### src/rtl/muldiv_unit.sv
// ---------------------------------------------------------------------------
// muldiv_unit
//   Multi-cycle RISC-V M-extension execution unit. Accepts ALU control codes
//   11..18 (mul, mulh, mulhsu, mulhu, div, divu, rem, remu) through a
//   start/busy/done handshake. Multiply is a single registered step. Divide is
//   a radix-2 restoring divider. Divide-by-zero and signed overflow are
//   resolved at accept time.
//
// Ports
//   clk      in   system clock
//   reset    in   synchronous active-high reset
//   start    in   request strobe, honoured only in IDLE
//   flush    in   pipeline kill; aborts MUL/DIV/FIX, blocks accept in IDLE
//   alu_ctl  in   5-bit operation code (11..18)
//   op_a     in   rs1 operand / dividend
//   op_b     in   rs2 operand / divisor
//   busy     out  operation in flight (MUL, DIV, FIX)
//   done     out  one-cycle result-valid pulse (DONE)
//   result   out  result, held until the next completed operation
// ---------------------------------------------------------------------------
module muldiv_unit #(
   parameter int XLEN      = 32,
   parameter int DIV_CNT_W = 6
) (
   input  logic            clk,
   input  logic            reset,
   input  logic            start,
   input  logic            flush,
   input  logic [4:0]      alu_ctl,
   input  logic [XLEN-1:0] op_a,
   input  logic [XLEN-1:0] op_b,
   output logic            busy,
   output logic            done,
   output logic [XLEN-1:0] result
);

   localparam logic [2:0] S_IDLE = 3'd0;
   localparam logic [2:0] S_MUL  = 3'd1;
   localparam logic [2:0] S_DIV  = 3'd2;
   localparam logic [2:0] S_FIX  = 3'd3;
   localparam logic [2:0] S_DONE = 3'd4;

   localparam logic [XLEN-1:0] MIN_NEG = {1'b1, {(XLEN-1){1'b0}}};
   localparam logic [XLEN-1:0] ALL_ONE = {XLEN{1'b1}};

   logic [2:0]           r_state;
   logic [4:0]           r_op;
   logic [XLEN-1:0]      r_a;
   logic [XLEN-1:0]      r_b;
   logic [XLEN-1:0]      r_rem;
   logic [XLEN-1:0]      r_quo;
   logic [XLEN-1:0]      r_div;
   logic [DIV_CNT_W-1:0] r_cnt;
   logic                 r_qneg;
   logic                 r_rneg;
   logic [XLEN-1:0]      r_result;

   // ---------------- accept-time decode (uses live inputs) ----------------
   logic            w_valid_op;
   logic            w_accept;
   logic            w_in_div;
   logic            w_in_signed;
   logic            w_in_rem;
   logic            w_div0;
   logic            w_ovf;
   logic [XLEN-1:0] w_special;
   logic            w_a_neg;
   logic            w_b_neg;
   logic [XLEN-1:0] w_a_mag;
   logic [XLEN-1:0] w_b_mag;

   assign w_valid_op  = (alu_ctl >= 5'd11) && (alu_ctl <= 5'd18);
   assign w_accept    = (r_state == S_IDLE) && start && !flush && w_valid_op;
   assign w_in_div    = (alu_ctl >= 5'd15);
   assign w_in_signed = (alu_ctl == 5'd15) || (alu_ctl == 5'd17);
   assign w_in_rem    = (alu_ctl == 5'd17) || (alu_ctl == 5'd18);
   assign w_div0      = (op_b == '0);
   assign w_ovf       = w_in_signed && (op_a == MIN_NEG) && (op_b == ALL_ONE);
   // Divide-by-zero has precedence; overflow is only meaningful when op_b!=0.
   assign w_special   = w_div0 ? (w_in_rem ? op_a : ALL_ONE)
                               : (w_in_rem ? '0 : MIN_NEG);
   assign w_a_neg     = w_in_signed && op_a[XLEN-1];
   assign w_b_neg     = w_in_signed && op_b[XLEN-1];
   assign w_a_mag     = w_a_neg ? (~op_a + 1'b1) : op_a;
   assign w_b_mag     = w_b_neg ? (~op_b + 1'b1) : op_b;

   // ---------------- multiply datapath ----------------
   logic              w_mul_a_sx;
   logic              w_mul_b_sx;
   logic [2*XLEN-1:0] w_mul_a_ext;
   logic [2*XLEN-1:0] w_mul_b_ext;
   logic [2*XLEN-1:0] w_prod;

   assign w_mul_a_sx  = (r_op == 5'd11) || (r_op == 5'd12) || (r_op == 5'd13);
   assign w_mul_b_sx  = (r_op == 5'd11) || (r_op == 5'd12);
   assign w_mul_a_ext = {{XLEN{w_mul_a_sx & r_a[XLEN-1]}}, r_a};
   assign w_mul_b_ext = {{XLEN{w_mul_b_sx & r_b[XLEN-1]}}, r_b};
   // The low 2*XLEN bits of the sign-extended product are exact for every
   // signed/unsigned operand mix.
   assign w_prod      = w_mul_a_ext * w_mul_b_ext;

   // ---------------- restoring divide step ----------------
   logic [XLEN:0]   w_rem_sh;
   logic            w_ge;
   logic [XLEN-1:0] w_rem_sub;
   logic [XLEN-1:0] w_q_fix;
   logic [XLEN-1:0] w_r_fix;
   logic            w_op_rem;

   // Partial remainder shifted by one needs XLEN+1 bits to compare safely.
   assign w_rem_sh  = {r_rem, r_quo[XLEN-1]};
   assign w_ge      = (w_rem_sh >= {1'b0, r_div});
   // When w_ge holds the true difference is < r_div, so XLEN bits suffice.
   assign w_rem_sub = w_rem_sh[XLEN-1:0] - r_div;
   assign w_q_fix   = r_qneg ? (~r_quo + 1'b1) : r_quo;
   assign w_r_fix   = r_rneg ? (~r_rem + 1'b1) : r_rem;
   assign w_op_rem  = (r_op == 5'd17) || (r_op == 5'd18);

   always_ff @(posedge clk) begin
      if (reset) begin
         r_state  <= S_IDLE;
         r_op     <= '0;
         r_a      <= '0;
         r_b      <= '0;
         r_rem    <= '0;
         r_quo    <= '0;
         r_div    <= '0;
         r_cnt    <= '0;
         r_qneg   <= 1'b0;
         r_rneg   <= 1'b0;
         r_result <= '0;
      end else begin
         case (r_state)
            S_IDLE: begin
               if (w_accept) begin
                  r_op <= alu_ctl;
                  r_a  <= op_a;
                  r_b  <= op_b;
                  if (!w_in_div) begin
                     r_state <= S_MUL;
                  end else if (w_div0 || w_ovf) begin
                     r_result <= w_special;
                     r_state  <= S_DONE;
                  end else begin
                     r_quo   <= w_a_mag;
                     r_rem   <= '0;
                     r_div   <= w_b_mag;
                     r_qneg  <= w_a_neg ^ w_b_neg;
                     r_rneg  <= w_a_neg;
                     r_cnt   <= DIV_CNT_W'(XLEN - 1);
                     r_state <= S_DIV;
                  end
               end
            end
            S_MUL: begin
               if (flush) begin
                  r_state <= S_IDLE;
               end else begin
                  r_result <= (r_op == 5'd11) ? w_prod[XLEN-1:0]
                                              : w_prod[2*XLEN-1:XLEN];
                  r_state  <= S_DONE;
               end
            end
            S_DIV: begin
               if (flush) begin
                  r_state <= S_IDLE;
               end else begin
                  r_rem <= w_ge ? w_rem_sub : w_rem_sh[XLEN-1:0];
                  r_quo <= {r_quo[XLEN-2:0], w_ge};
                  if (r_cnt == '0) begin
                     r_state <= S_FIX;
                  end else begin
                     r_cnt <= r_cnt - 1'b1;
                  end
               end
            end
            S_FIX: begin
               if (flush) begin
                  r_state <= S_IDLE;
               end else begin
                  r_result <= w_op_rem ? w_r_fix : w_q_fix;
                  r_state  <= S_DONE;
               end
            end
            S_DONE: begin
               r_state <= S_IDLE;
            end
            default: begin
               r_state <= S_IDLE;
            end
         endcase
      end
   end

   assign busy   = (r_state == S_MUL) || (r_state == S_DIV) || (r_state == S_FIX);
   assign done   = (r_state == S_DONE);
   assign result = r_result;

endmodule

### config.mk
export PLATFORM = sky130hd
export DESIGN_NAME = muldiv_unit
export DESIGN_NICKNAME = d
export VERILOG_FILES = /design/src/rtl/muldiv_unit.sv
export SDC_FILE = /design/constraint.sdc
export NUM_CORES = 2
export LEC_CHECK = 0
export ABC_AREA = 1
export ABC_CLOCK_PERIOD_IN_PS = 7200
export CORE_MARGIN = 1.5
export CORE_UTILIZATION = 50
export CTS_BUF_LIST = sky130_fd_sc_hd__clkbuf_16
export DETAILED_ROUTE_END_ITERATION = 10
export PLACE_DENSITY = 0.7
export SYNTH_ARGS = -nofsm -noshare
export SYNTH_HDL_FRONTEND = slang
export SYNTH_SLANG_ARGS = --single-unit
### constraint.sdc
create_clock -name clk -period 7.2 [get_ports clk]
set_input_delay 1.44 -clock clk [delete_from_list [all_inputs] [get_ports clk]]
set_output_delay 1.44 -clock clk [all_outputs]
set_load 0.005 [all_outputs]
Word level (Yosys, flattened, before mapping)
Cells that the tools add are included.
{ "classes": {"multipliers": 1, "n_lt_le_gt_ge": 4, "reduce_logical": 29, "bitwise": 8, "eq_ne": 23, "muxes": 39, "n_addsub": 6} }
{ "op_table": {"columns": ["operator", "count"], "rows": [
  ["two-way mux 32 bit", 23],
  ["adder 32 x 1 -> 32 bit (second input constant)", 4],
  ["inverter 32 bit", 4],
  ["case mux 32 bit (2 select lines)", 2],
  ["case mux 32 bit (3 select lines)", 1],
  ["equality test 32 bit (second input constant)", 2],
  ["multiplier 33 x 33 -> 64 bit", 1],
  [">= comparator 33 x 32 -> 1 bit", 1],
  ["zero test 32 bit", 1],
  ["subtractor 32 bit", 1],
  ["two-way mux 6 bit", 5],
  ["equality test 5 x 4 -> 1 bit (second input constant)", 4],
  ["equality test 5 bit (second input constant)", 4],
  ["two-way mux 3 bit", 6],
  ["inequality test 2 bit (second input constant)", 7],
  ["case mux 6 bit (2 select lines)", 1],
  ["AND reduction 6 bit", 2],
  [">= comparator 5 x 4 -> 1 bit (second input constant)", 2],
  ["case mux 3 bit (3 select lines)", 1],
  ["logical AND 1 bit", 8],
  ["logical OR 1 bit", 8],
  ["equality test 3 x 2 -> 1 bit (second input constant)", 2],
  ["zero test 6 bit", 1],
  ["subtractor 6 x 1 -> 6 bit (second input constant)", 1],
  ["16 further kinds", 18]
]} }
{ "word_totals": {"elab_cells": 121, "input_bits": 73, "output_inout_bits": 34, "register_bits": 208} }

Depth between registers and ports, before layout
{ "depth": {"depth_word": 9, "mapped_depth": 39, "ltp_nobuf": 38} }

Worst setup path after synthesis
No wires, ideal clock.
{ "synth_timing": {"kind": "register to register", "from": "register r_op[1]", "to": "register r_result[28] (netlist: result[28])", "path_buffers": 1, "stages_incl_launch_ff": 35, "arrival_time_ns": 7.728, "required_ns": 7.083, "setup_ns": 0.117, "period_less_slack_ns": 7.845, "path_slack_ns": -0.645, "cell_sequence": "dfxtp_1 nand2_1 nor2_1 nand2_1 nand3_1 nand2_1 inv_1 clkbuf_1 nand2_1 fa_1 fa_1 inv_1 fa_1 inv_1 fa_1 inv_1 fa_1 fa_1 inv_1 fa_1 fa_1 inv_1 ha_1 nand2_1 nor2_1 inv_1 nor3_1 and3_1 nand2_1 nand4_1 nand3_1 nand2_1 inv_1 nor2_1 nor2_1"} }
{ "synth_between": {"elab_chain_len": 8, "elab_cells_between_ends": 16, "classes_between": "mul: 1; eq/ne: 5; mux: 5; bitwise: 2; reduce/logical: 3"} }
{ "synth_rtl": {"columns": ["element", "line", "rtl"], "rows": [
  ["from (decl)", "47", "logic [4:0] r_op;"],
  ["from (signal assigned)", "136", "r_op <= alu_ctl;"],
  ["equality test 5 x 4 -> 1 bit, on equally long branches", "94, 95, 159", null],
  ["logical OR 1 bit", "94, 95", null],
  ["logical OR 1 bit", "94", "assign w_mul_a_sx = (r_op == 5'd11) || (r_op == 5'd12) || (r_op == 5'd13);"],
  ["bitwise AND 1 bit", "96", "assign w_mul_a_ext = {{XLEN{w_mul_a_sx & r_a[XLEN-1]}}, r_a};"],
  ["multiplier 33 x 33 -> 64 bit", "100", "assign w_prod = w_mul_a_ext * w_mul_b_ext;"],
  ["two-way mux 32 bit", "159", "r_result <= (r_op == 5'd11) ? w_prod[XLEN-1:0]"],
  ["two-way mux 32 bit", "156", "if (flush) begin"],
  ["case mux 32 bit (3 select lines) (*)", "133", "case (r_state)"],
  ["to (signal assigned)", "142", "r_result <= w_special;"],
  ["to (signal assigned)", "159", null],
  ["to (signal assigned)", "181", "r_result <= w_op_rem ? w_r_fix : w_q_fix;"],
  ["to (decl)", "56", "logic [XLEN-1:0] r_result;"]
]} }
Mark *: on every way between the ends. The rest lies on a longest branch, timed or not. The select of a mux whose other input is x is not followed.
A chain may end at the register's enable or synchronous reset.

Worst setup path in the final report
{ "layout_timing": {"from": "register r_op[2]", "to": "register r_result[25] (netlist: result[25])"} }
Same word-level chain as after synthesis.

==> summary.md <==
| Metric | Value |
|---|---|
| Status | `finished with violations` |
| Failing checks | `negative setup slack` |
| Place WS | `-0.5983 ns` |
| Clock power frac | `29.1%` |
| DRC | `0` |
| Top FF cell, synth | `dfxtp_1` |
| Sw frac | `44.70%` |
| Tightest Hold Check Type | `reg2reg` |
| Chip height | `335.8 um` |
| Synth cell count leaders | `inv_1, nand2_1, fa_1` |
| Hpwl dp | `162400 um` |
| Slew @ Worst Pin | `1.116 ns` |
| Syn Inst Count | `7679` |
| FF+latch area | `4178 um2` |
| Most Frequent Cell on Critical Path | `fa_1` |
| Die width | `335.8 um` |
| Final number of max-transition violations | `0` |
| Largest net degree at the start of global routing | `104` |
| DR vias | `50860` |
| YS warnings | `0` |
| Top-area cell type share of the netlist area | `40.71%` |
| Critical path data arrival time | `7.94 ns` |
| Worst-path clk slew | `0.06 ns` |
| Final setup margin | `-0.2351 ns` |
| Die ar. | `112700 um2` |
| Mapped cell area | `55370 um2` |
| Final min period | `7.435 ns` |
| RSZ-0062 raised after global routing | `true` |
| Crit-path max cell delay | `0.61 ns` |
| I/O pins | `107` |
| Top-count cell post-synth | `inv_1` |
| Final #Nets | `9515` |
| Fillers | `10040` |
| Max clock buf depth | `3` |
| Clk sinks | `208` |
| Async SR Flop Fraction | `0%` |
| Library cells used by synthesis | `51` |
| Skew-Pair Late Insertion Delay | `0.62 ns` |
| # setup viols final | `26` |
| First-pass GRT wire length | `297600 um` |
| Non-filler cells, final | `9561` |
| Maximum VDD drop | `0.0003276 V` |
| Clk_skew | `0.04291 ns` |
| Worst EP required | `7.70 ns` |
| Starting density of the core | `50.65%` |
| Area contributors post-synth | `fa_1, inv_1, nand2_1` |
| Hold buffers post-CTS | `0` |
| Area occupied by multi-input gates | `44060 um2` |
| Slowest stage cell, crit path | `fa_2` |
| Critical path endpoint category | `register` |
| Drt first pass iters | `7` |
| Fin crit share | `103.3%` |
| GP Congestion | `0.9947` |
| Setup TNS Final | `-4.140 ns` |
| Syn_nets | `9129` |
| Int Power | `2.722 mW` |
| Initial antenna violation count | `7` |
| Dpl cells | `9467` |
| Comb pwr share | `45.6%` |
| Vias per inst | `5.319` |
| Placeable Area | `109300 um2` |
| Crit-path max FO | `6` |
| DR WL/cell | `19.89 um` |
| Final Hold Viols | `0` |
| Worst R2R End | `result[25]$_SDFFE_PP0P_` |
| Total power | `4.923 mW` |
| Max frequency | `134.5 MHz` |
| R2R cell count | `34` |
| # port buffers | `106` |
| Worst Hold Depth | `2` |
| R2R Setup Slk | `-0.24 ns` |
| Vias in the first global route | `52550` |
| Total CTS buffers | `28` |
| Psw | `2.201 mW` |
| Post-synth EDFFs | `0` |
| Share of layout cells above drive strength 1 | `13.63%` |
| Synthesis-stage register bit count | `208` |
| R2r startpoint | `r_op[2]$_SDFFE_PP0P_` |
| H-tree depth | `1` |
| Flop pwr share | `25.3%` |
| Sequential element share of the synthesized area | `7.521%` |
| Root buf cell | `clkbuf_16` |
| Worst setup SP type | `register` |
| Antenna cells | `0` |
| Total GRT Usage | `34.42%` |
| Synthesis-to-layout area growth | `18.19%` |
| Total gr overflow | `0` |
| WL final | `190100 um` |
| Max-Slew Margin vs Limit | `25.58%` |
| Max Cap Violations | `0` |
| DR iter-0 viols | `4133` |
| Row cnt | `121` |
| Min-delay src | `r_div[13]$_SDFFE_PP0P_` |
| Syn Area/Cell | `7.210 um2` |
| Post-synth top area cell | `fa_1` |
| Total leakage power | `33.59 nW` |
| Crit path kind | `reg2reg` |
| PD cells | `75.23 nW/um2` |
| Worst Hold End | `r_div[13]$_SDFFE_PP0P_` |
| Routed Antenna Nets | `0` |
| Final hold slack | `0.4696 ns` |
| CTS tree | `yes` |
-- flip-flops by register name, indices dropped and copies added, names as in the netlist --
| signal | count |
|---|---|
| result | 32 |
| r_div | 32 |
| r_cnt | 6 |
| r_qneg | 1 |
| r_state | 3 |
| r_quo | 32 |
| r_rneg | 1 |
| r_op | 5 |
| r_a | 32 |
| r_rem | 32 |
| r_b | 32 |
-- worst max-delay path by stage --
| stage | from | to | slack [ns] | cells after the start |
|---|---|---|---|---|
| floorplan | r_op[0]$_SDFFE_PP0P_ | result[28]$_SDFFE_PP0P_ | -0.1 | 36 |
| global placement | r_op[0]$_SDFFE_PP0P_ | result[20]$_SDFFE_PP0P_ | -0.56 | 31 |
| detailed placement | r_op[3]$_SDFFE_PP0P_ | result[20]$_SDFFE_PP0P_ | -0.60 | 33 |
| CTS | r_op[0]$_SDFFE_PP0P_ | result[25]$_SDFFE_PP0P_ | -0.23 | 34 |
| global route | r_op[2]$_SDFFE_PP0P_ | result[28]$_SDFFE_PP0P_ | -0.56 | 35 |
| finish | r_op[2]$_SDFFE_PP0P_ | result[25]$_SDFFE_PP0P_ | -0.24 | 34 |
-- cell families (layout without fill, tap and decap cells) --
kind of cell	Yosys count	after routing	share of synthesized area [%]
buf+inv	2359	2765	16.21
fa+ha+maj	1377	1377	46.38
simple gates	2846	2846	20.79
flops	208	208	7.521
xor+xnor	77	77	1.218
compound gates	812	812	7.873
-- cell usage in the layout (no fill, tap or decap), types with 10 or more instances in the layout --
cell,n
a21oi_1,290
a21oi_2,47
buf_12,88
buf_4,519
buf_6,17
clkbuf_16,31
clkdlybuf4s50_1,105
dfxtp_1,201
fa_1,1110
fa_2,16
ha_1,213
ha_4,36
inv_1,1921
inv_2,49
nand2_1,1779
nand2_2,46
nand2_4,31
nand3_1,328
nand3_2,18
nand4_1,50
nor2_1,424
nor2_2,40
nor2_4,38
nor3_1,36
o211ai_1,12
o21ai_0,302
o21ai_1,46
o21ai_2,31
o21bai_1,21
o22ai_1,12
or2_2,10
xnor2_1,26
xor2_1,50
-- per-layer routing --
metal / track usage (%) / routed length [um] / vias to the layer above
li1: - / - / 23250
met1: 44.12 / 75390 / 25270
met2: 58.87 / 92200 / 1884
met3: 4.781 / 13660 / 437
met4: 13.46 / 8798 / 14
met5: 0 / 92 / -
-- layout make-up --
type | instances | share of cell area (%)
clock inverters | 22 | 0.2696
repair buffers | 735 | 10.71
inverters | 1980 | 11.41
well taps | 1476 | 2.822
multi-input cells | 5112 | 67.33
clock buffers | 28 | 1.071
flip-flops and latches | 208 | 6.384
-- per-stage QoR --
stage | area, um2 | utilization, %
global placement | 62420 | 57.11
CTS | 64280 | 58.81
finish | 65440 | 59.87
global route | 65440 | 59.87
floorplan | 55600 | -
detailed placement | 62420 | 57.11
-- timing repair --
action	in CTS	in global routing
endpoints found under the setup margin	32	32
pin swaps	85	120
gates resized for setup	214	252
setup buffers	20	24
gates cloned	1	2
endpoints found under the hold margin	0	0
-- power by group through the flow --
stage,sequential (mW),clock [mW],combinational [mW]
after floorplan,1.24,0,1.32
after global placement,1.27,0,2.14
after detailed placement,1.27,0,2.15
after CTS,1.24,1.45,2.20
after global routing,1.25,1.48,2.45
final,1.24,1.43,2.25
-- critical path, delay by kind of cell (launching register included) --
family | cells | cell delay (ns)
fa+ha+maj | 9 | 4.40
simple gates | 11 | 1.03
buf+inv | 10 | 0.98
compound gates | 4 | 0.54
flops | 1 | 0.37
Note: power is estimated with default switching activity, not from simulation.
